**src/rtl/dict_load_sequencer.sv**
```systemverilog
// Boot-time dictionary loader: fetches a header plus three dictionary
// images from memory, then hands the memory port to the controller.
module dict_load_sequencer #(
  parameter logic [31:0] DICT_BASE_ADDR = 32'h0000_1000,
  parameter int FIELD1_KEY_WIDTH = 3,
  parameter int FIELD2_KEY_WIDTH = 5,
  parameter int FIELD3_KEY_WIDTH = 8,
  parameter int FIELD1_VAL_WIDTH = 7,
  parameter int FIELD2_VAL_WIDTH = 10,
  parameter int FIELD3_VAL_WIDTH = 15
) (
  input  logic                        clk,
  input  logic                        reset,
  input  logic                        reload,
  output logic                        cpu_stall,
  output logic                        load_done,
  output logic                        load_err,
  output logic                        dict_clear,
  output logic                        dict1_write_enable,
  output logic [FIELD1_VAL_WIDTH-1:0] dict1_write_val,
  output logic                        dict2_write_enable,
  output logic [FIELD2_VAL_WIDTH-1:0] dict2_write_val,
  output logic                        dict3_write_enable,
  output logic [FIELD3_VAL_WIDTH-1:0] dict3_write_val,
  input  logic                        ctrl_mem_req_valid,
  output logic                        ctrl_mem_req_ready,
  input  logic [31:0]                 ctrl_mem_req_addr,
  output logic [31:0]                 ctrl_mem_req_rdata,
  output logic                        mem_req_valid,
  input  logic                        mem_req_ready,
  output logic [31:0]                 mem_req_addr,
  input  logic [31:0]                 mem_req_rdata
);

  localparam logic [9:0] C1_MAX = 10'(2 ** FIELD1_KEY_WIDTH);
  localparam logic [9:0] C2_MAX = 10'(2 ** FIELD2_KEY_WIDTH);
  localparam logic [9:0] C3_MAX = 10'(2 ** FIELD3_KEY_WIDTH);

  typedef enum logic [2:0] {
    S_CLEAR, S_HDR, S_D1, S_D2, S_D3, S_DONE
  } state_t;

  state_t      state;
  state_t      tgt;
  state_t      after_d1;
  state_t      after_d2;
  logic        req_valid;
  logic [31:0] ptr;
  logic [9:0]  c1;
  logic [9:0]  c2;
  logic [9:0]  c3;
  logic [9:0]  cnt;
  logic [9:0]  limit;
  logic        leave;
  logic [9:0]  h1;
  logic [9:0]  h2;
  logic [9:0]  h3;
  logic        over1;
  logic        over2;
  logic        over3;

  assign h1    = {6'd0, mem_req_rdata[3:0]};
  assign h2    = {4'd0, mem_req_rdata[9:4]};
  assign h3    = {1'b0, mem_req_rdata[18:10]};
  assign over1 = h1 > C1_MAX;
  assign over2 = h2 > C2_MAX;
  assign over3 = h3 > C3_MAX;

  // Empty dictionaries are skipped by chaining to the next non-empty one.
  always_comb begin
    after_d2 = (c3 != 10'd0) ? S_D3 : S_DONE;
    after_d1 = (c2 != 10'd0) ? S_D2 : after_d2;
    tgt      = S_DONE;
    limit    = '0;
    case (state)
      S_HDR: tgt = (c1 != 10'd0) ? S_D1 : after_d1;
      S_D1: begin
        tgt   = after_d1;
        limit = c1;
      end
      S_D2: begin
        tgt   = after_d2;
        limit = c2;
      end
      S_D3: begin
        tgt   = S_DONE;
        limit = c3;
      end
      default: ;
    endcase
  end

  assign leave = (state == S_HDR) || (cnt == limit);

  always_ff @(posedge clk) begin
    if (reset) begin
      state              <= S_CLEAR;
      req_valid          <= 1'b0;
      ptr                <= '0;
      cnt                <= '0;
      c1                 <= '0;
      c2                 <= '0;
      c3                 <= '0;
      cpu_stall          <= 1'b1;
      load_done          <= 1'b0;
      load_err           <= 1'b0;
      dict_clear         <= 1'b0;
      dict1_write_enable <= 1'b0;
      dict2_write_enable <= 1'b0;
      dict3_write_enable <= 1'b0;
      dict1_write_val    <= '0;
      dict2_write_val    <= '0;
      dict3_write_val    <= '0;
    end else begin
      dict_clear         <= 1'b0;
      dict1_write_enable <= 1'b0;
      dict2_write_enable <= 1'b0;
      dict3_write_enable <= 1'b0;
      case (state)
        S_CLEAR: begin
          dict_clear <= 1'b1;
          load_err   <= 1'b0;
          ptr        <= DICT_BASE_ADDR;
          cnt        <= '0;
          req_valid  <= 1'b1;
          state      <= S_HDR;
        end
        S_HDR, S_D1, S_D2, S_D3: begin
          if (req_valid) begin
            if (mem_req_ready) begin
              req_valid <= 1'b0;
              ptr       <= ptr + 32'd4;
              cnt       <= cnt + 10'd1;
              case (state)
                S_HDR: begin
                  c1       <= over1 ? C1_MAX : h1;
                  c2       <= over2 ? C2_MAX : h2;
                  c3       <= over3 ? C3_MAX : h3;
                  load_err <= over1 | over2 | over3;
                end
                S_D1: begin
                  dict1_write_enable <= 1'b1;
                  dict1_write_val <= mem_req_rdata[FIELD1_VAL_WIDTH-1:0];
                end
                S_D2: begin
                  dict2_write_enable <= 1'b1;
                  dict2_write_val <= mem_req_rdata[FIELD2_VAL_WIDTH-1:0];
                end
                default: begin
                  dict3_write_enable <= 1'b1;
                  dict3_write_val <= mem_req_rdata[FIELD3_VAL_WIDTH-1:0];
                end
              endcase
            end
          end else if (leave) begin
            state     <= tgt;
            cnt       <= '0;
            req_valid <= (tgt != S_DONE);
            if (tgt == S_DONE) begin
              load_done <= 1'b1;
              cpu_stall <= 1'b0;
            end
          end else begin
            req_valid <= 1'b1;
          end
        end
        S_DONE: begin
          if (reload && !ctrl_mem_req_valid) begin
            state     <= S_CLEAR;
            load_done <= 1'b0;
            cpu_stall <= 1'b1;
          end
        end
        default: state <= S_CLEAR;
      endcase
    end
  end

  // After the load the controller owns the memory port.
  assign mem_req_valid = (state == S_DONE) ? ctrl_mem_req_valid : req_valid;
  assign mem_req_addr  = (state == S_DONE) ? ctrl_mem_req_addr : ptr;
  assign ctrl_mem_req_ready = mem_req_ready & load_done;
  assign ctrl_mem_req_rdata = mem_req_rdata;

endmodule

```
**config.mk**
```make
export PLATFORM = sky130hd
export DESIGN_NAME = dict_load_sequencer
export DESIGN_NICKNAME = d
export VERILOG_FILES = /design/src/rtl/dict_load_sequencer.sv
export SDC_FILE = /design/constraint.sdc
export NUM_CORES = 1
export LEC_CHECK = 0
export ABC_CLOCK_PERIOD_IN_PS = 3100
export CORE_ASPECT_RATIO = 0.5
export CORE_MARGIN = 1.5
export CORE_UTILIZATION = 64
export DETAILED_ROUTE_END_ITERATION = 10
export DONT_BUFFER_PORTS = 1
export MAX_ROUTING_LAYER = met4
export PLACE_DENSITY = 0.8
export SLEW_MARGIN = 20
export SYNTH_ARGS = -nofsm -noshare
export SYNTH_HDL_FRONTEND = slang
export SYNTH_SLANG_ARGS = --single-unit
```
**constraint.sdc**
```tcl
create_clock -name clk -period 3.1 [get_ports clk]
set_input_delay 0.31 -clock clk [delete_from_list [all_inputs] [get_ports clk]]
set_output_delay 0.31 -clock clk [all_outputs]
set_load 0.03 [all_outputs]
```
### Word level (Yosys, flattened, before mapping)

Cells that the tools add are included.
W data, S select, Z words.

* register bits: 115
* input bits: 69
* output and inout bits: 105

* add/sub/neg operators: 2
* magnitude comparators: 3
* equality and inequality tests: 17
* muxes and demuxes: 43
* bitwise operators: 7
* reductions and logical operators: 21

Operator list (number)
* $mux W32: 3
* $pmux W32 S2: 1
* $add A32 B3 Y32 const B: 1
* $mux W10: 3
* $pmux W10 S3: 1
* $reduce_bool A10 Y1: 3
* $mux W1: 20
* $pmux W10 S2: 1
* $reduce_and A4 Y1: 5
* $pmux W3 S3: 2
* $mux W3: 5
* $ne A2 B2 Y1 const B: 7
* $add A10 B1 Y10 const B: 1
* $eq A10 B10 Y1: 1
* $eq A3 B3 Y1 const B: 3
* $gt A9 B9 Y1 const B: 1
* $mux W9: 1
* $ne A3 B3 Y1 const B: 3
* $reduce_and A3 Y1: 3
* $pmux W1 S2: 4
* $reduce_or A4 Y1: 2
* $eq A3 B2 Y1 const B: 2
* $gt A6 B6 Y1 const B: 1
* $mux W6: 1
* other kinds (13): 18

### Depth between registers and ports, before layout

* depth after elaboration: 10
* mapped depth: 10
* depth with buffers taken out: 7

### Worst setup path after synthesis

OpenSTA, ideal clock, no wires.

* path type: reg2reg
* start point: reg state[0]
* end point: reg cnt[7]
* setup time: 70 ps
* arrival time: 2367 ps
* setup slack: 663 ps
* cell stages (with the launch flop): 10
* period minus slack after synthesis: 2437 ps
* cells stage by stage: dfxtp_1 buf_2 buf_6 nor4bb_1 xnor2_1 nand4b_2 nor4_4 a211oi_2 or4_1 a21boi_1

* word-level cells in the longest chain between the ends: 6

RTL lines
* from (decl): RTL line 43 `state_t state;`
* from (signal assigned): RTL line 156 `state <= tgt;`
* $eq A3 B3 Y1 / $eq A3 B2 Y1 (equally long branches): RTL line 75, 119
* $pmux W10 S3: RTL line 75 `case (state)`
* $eq A10 B10 Y1: RTL line 93 `assign leave = (state == S_HDR) || (cnt == limit);`
* $logic_or A1 B1 Y1: RTL line 93
* $ne A3 B3 Y1 (no source line)
* $reduce_and A3 Y1 (no source line)
* to (signal assigned): RTL line 133 `cnt <= cnt + 10'd1;`
* to (decl): RTL line 52 `logic [9:0] cnt;`

Several ways; a longest one is shown, not always the timed one.
A chain may end at the register's enable or synchronous reset.

### Worst setup path after layout

* start point: reg state[2]
* end point: reg cnt[7]

The elaborated chain is that of the path after synthesis.

==> impl_metrics.ini <==
[finish]
final_cells = 701
n_antenna_cell = 0
drive_above_1_share = 0.1171
syn_to_final_growth_pct = 2.529
finalNetCount = 655
fillerInstances = 682

[place]
gp_congestion = 0.8862
portBuffers = 0
dp_hpwl_mm = 8.334
dp_cells = 685

[power]
p_leak_nw = 1.831
power_density_mw_per_mm2 = 649.2
p_sw_frac = 0.3494
p_int_mw = 2.292
pwr-share-comb = 0.248
peakVddDrop_mv = 0.3417
p_seq_frac = 0.436
p_sw_mw = 1.231
pwr-share-clk = 0.317

[routing]
totalWireLength_mm = 11.89
viasPerCell = 6.097
wire_per_inst_um = 16.96
remaining_drc_errors = 0
dr.first_iter.drc_count = 278
drtAntennaViolNets = 0
vias = 4274
drt_first_pass_iters = 5

[logic_synthesis]
synth_top_family_by_area = simple AND/OR/NAND/NOR gates
synthCells = 625
synthTopCellsByArea = dfxtp_1, nand2_1, mux2_2
synth_edf_count = 0
yosysTopAreaCell = dfxtp_1
synth_commonest_cells = dfxtp_1, nand2_1, a21oi_1, nor2_1, buf_4
synth_area_mm2 = 0.005293
ys_ff_latch = 102
synthAdderAreaFrac = 0.008511
yosysWarnings = 0
syn_avg_cell_area_um2 = 8.468
synthXorXnorAreaFrac = 0.04799
synth_most_common_cell = dfxtp_1
ys_seq_area_frac = 0.3858
synthesis.nets = 696
async_reset_ff_frac = 0
muxShareOfSynthArea = 0.08487
synth_compound_gate_area_share = 0.1128
synth_top_area_frac = 0.3858
synthSimpleGateAreaFrac = 0.2806
synthFlopType = dfxtp_1
ys_types = 51

[setup_path]
reg2reg_depth = 7
path_max_fanout = 20
rr_startpoint = state[2]
critPathKind = register to register
worstPathRequired_ps = 3380
critPathArrivalTime_ps = 3130
critPathLaunchType = register
crit_path_start = state[2]
crit_path_end_kind = register

[sta]
relSlewSlack = 0.3969
hold_viol_final = 0
tightestPinTransition_ps = 903.0
rsz0062_at_grt = false
final.period_utilization = 0.9202
period_needed_ps = 2853
max_freq_ghz = 0.3506
hold_slack_ps = 30.54
finalSetupViolations = 0
tns_ps = 0
finClkSkew_ps = 11.09
slew_viol_final = 0

[die]
die_y_um = 67.31
fp.dieArea_mm2 = 0.008858
die_w_um = 131.6
ios = 174
core_area_mm2 = 0.008000
start_util = 0.6616
rows = 23

[clocking]
cts_buffers = 9
cts-resized-gates = 0
cts_hold_buf = 0
postCtsSetupBuffers = 0
clock_latency_ps = 350
htree_levels = 3
tritoncts = built
cts_buffer_depth = 2
clk_pin_slew_ps = 70
root_buffer = clkbuf_16
cts_sinks = 102

[grt]
grt_pass1_vias = 3800
grt_overflow = 0
track_usage = 0.2738
grt_pass1_wl_mm = 18.74
grt_max_degree = 67
antenna_found_initial = 0

[worst_hold_path]
whs_path_depth = 1
hold_path_class = primary input to register
hp-start = reset

[run_status]
status = complete, no violations

[flow_run]
drv_cap = 0
kinds of logic (layout without fill, tap and decap cells):
| family | Yosys count | after routing |
|---|---|---|
| mux | 41 | 41 |
| buf+inv | 70 | 34 |
| simple gates | 277 | 277 |
| compound gates | 102 | 102 |
| fa+ha+maj | 4 | 4 |
| flops | 102 | 102 |
| xor+xnor | 29 | 29 |
critical path, cell delays in order, from the launching register on:
cell and delay [ps]:
dfxtp_1 660, nor4bb_1 330, xnor2_1 160, nand4bb_1 170
nor4_4 440, a211oi_2 300, or4_1 570, a21boi_1 150
registers in the layout (all words and copies together), names as in the netlist:
| name | flops |
|---|---|
| dict1_write_val | 7 |
| dict2_write_val | 10 |
| c1 | 4 |
| load_done | 1 |
| dict3_write_enable | 1 |
| cpu_stall | 1 |
| cnt | 10 |
| c2 | 6 |
| c3 | 9 |
| dict1_write_enable | 1 |
| load_err | 1 |
| dict3_write_val | 15 |
| req_valid | 1 |
| dict2_write_enable | 1 |
| ptr | 30 |
| dict_clear | 1 |
| state | 3 |
stage by stage:
stage	power (mW)	utilization	area (µm²)	worst slack, ps
2_1_floorplan	2.372	-	5293	662.5
3_3_place_gp	2.401	0.6412	5130	433.2
3_5_place_dp	2.414	0.6412	5130	285.7
4_1_cts	3.537	0.6783	5426	259.6
5_1_grt	3.676	0.6783	5426	58.52
6_report	3.523	0.6783	5426	247.5
path summary, 6_finish.rpt:
kind | to | slack, ps
max reg2reg | cnt[7] | 250
min | ptr[12] | 30
min reg2reg | c3[3] | 470
max | cnt[7] | 250
power groups by stage:
stage,Combinational [mW],Sequential [mW],Clock [mW]
after floorplan,0.873,1.50,0
after global routing,0.934,1.55,1.19
after detailed placement,0.855,1.56,0
final,0.872,1.53,1.12
after global placement,0.845,1.56,0
after CTS,0.867,1.53,1.14
cell usage in the layout, fill, tap and decap left out, types with 12 or more instances in the layout:
cell type / n
nand2_1: 95
mux2_2: 31
o21ai_0: 13
nor2_1: 51
nand4_1: 13
xor2_1: 15
dfxtp_1: 102
nand3b_1: 16
xnor2_1: 14
or3_1: 13
a21oi_1: 60
nand3_1: 17
buf_4: 12
per-layer routing:
| layer | vias to the layer above | global-route usage | wire length, µm |
|---|---|---|---|
| met1 | 1982 | 0.3441 | 5339 |
| li1 | 2087 | - | - |
| met3 | 16 | 0.09159 | 1040 |
| met5 | - | - | 0 |
| met2 | 189 | 0.4283 | 5373 |
| met4 | 0 | 0.07361 | 134 |
layout make-up:
| class | count | area [µm²] | share of cell area |
|---|---|---|---|
| clock buffers | 10 | 239.0 | 0.04404 |
| clock inverters | 6 | 57.56 | 0.01061 |
| inverters | 6 | 22.52 | 0.004150 |
| multi-input cells | 453 | 2835 | 0.5225 |
| flip-flops and latches | 102 | 2042 | 0.3763 |
| well taps | 112 | 140.1 | 0.02582 |
| repair buffers | 12 | 90.09 | 0.01660 |
(Power assumes the default switching activity.)
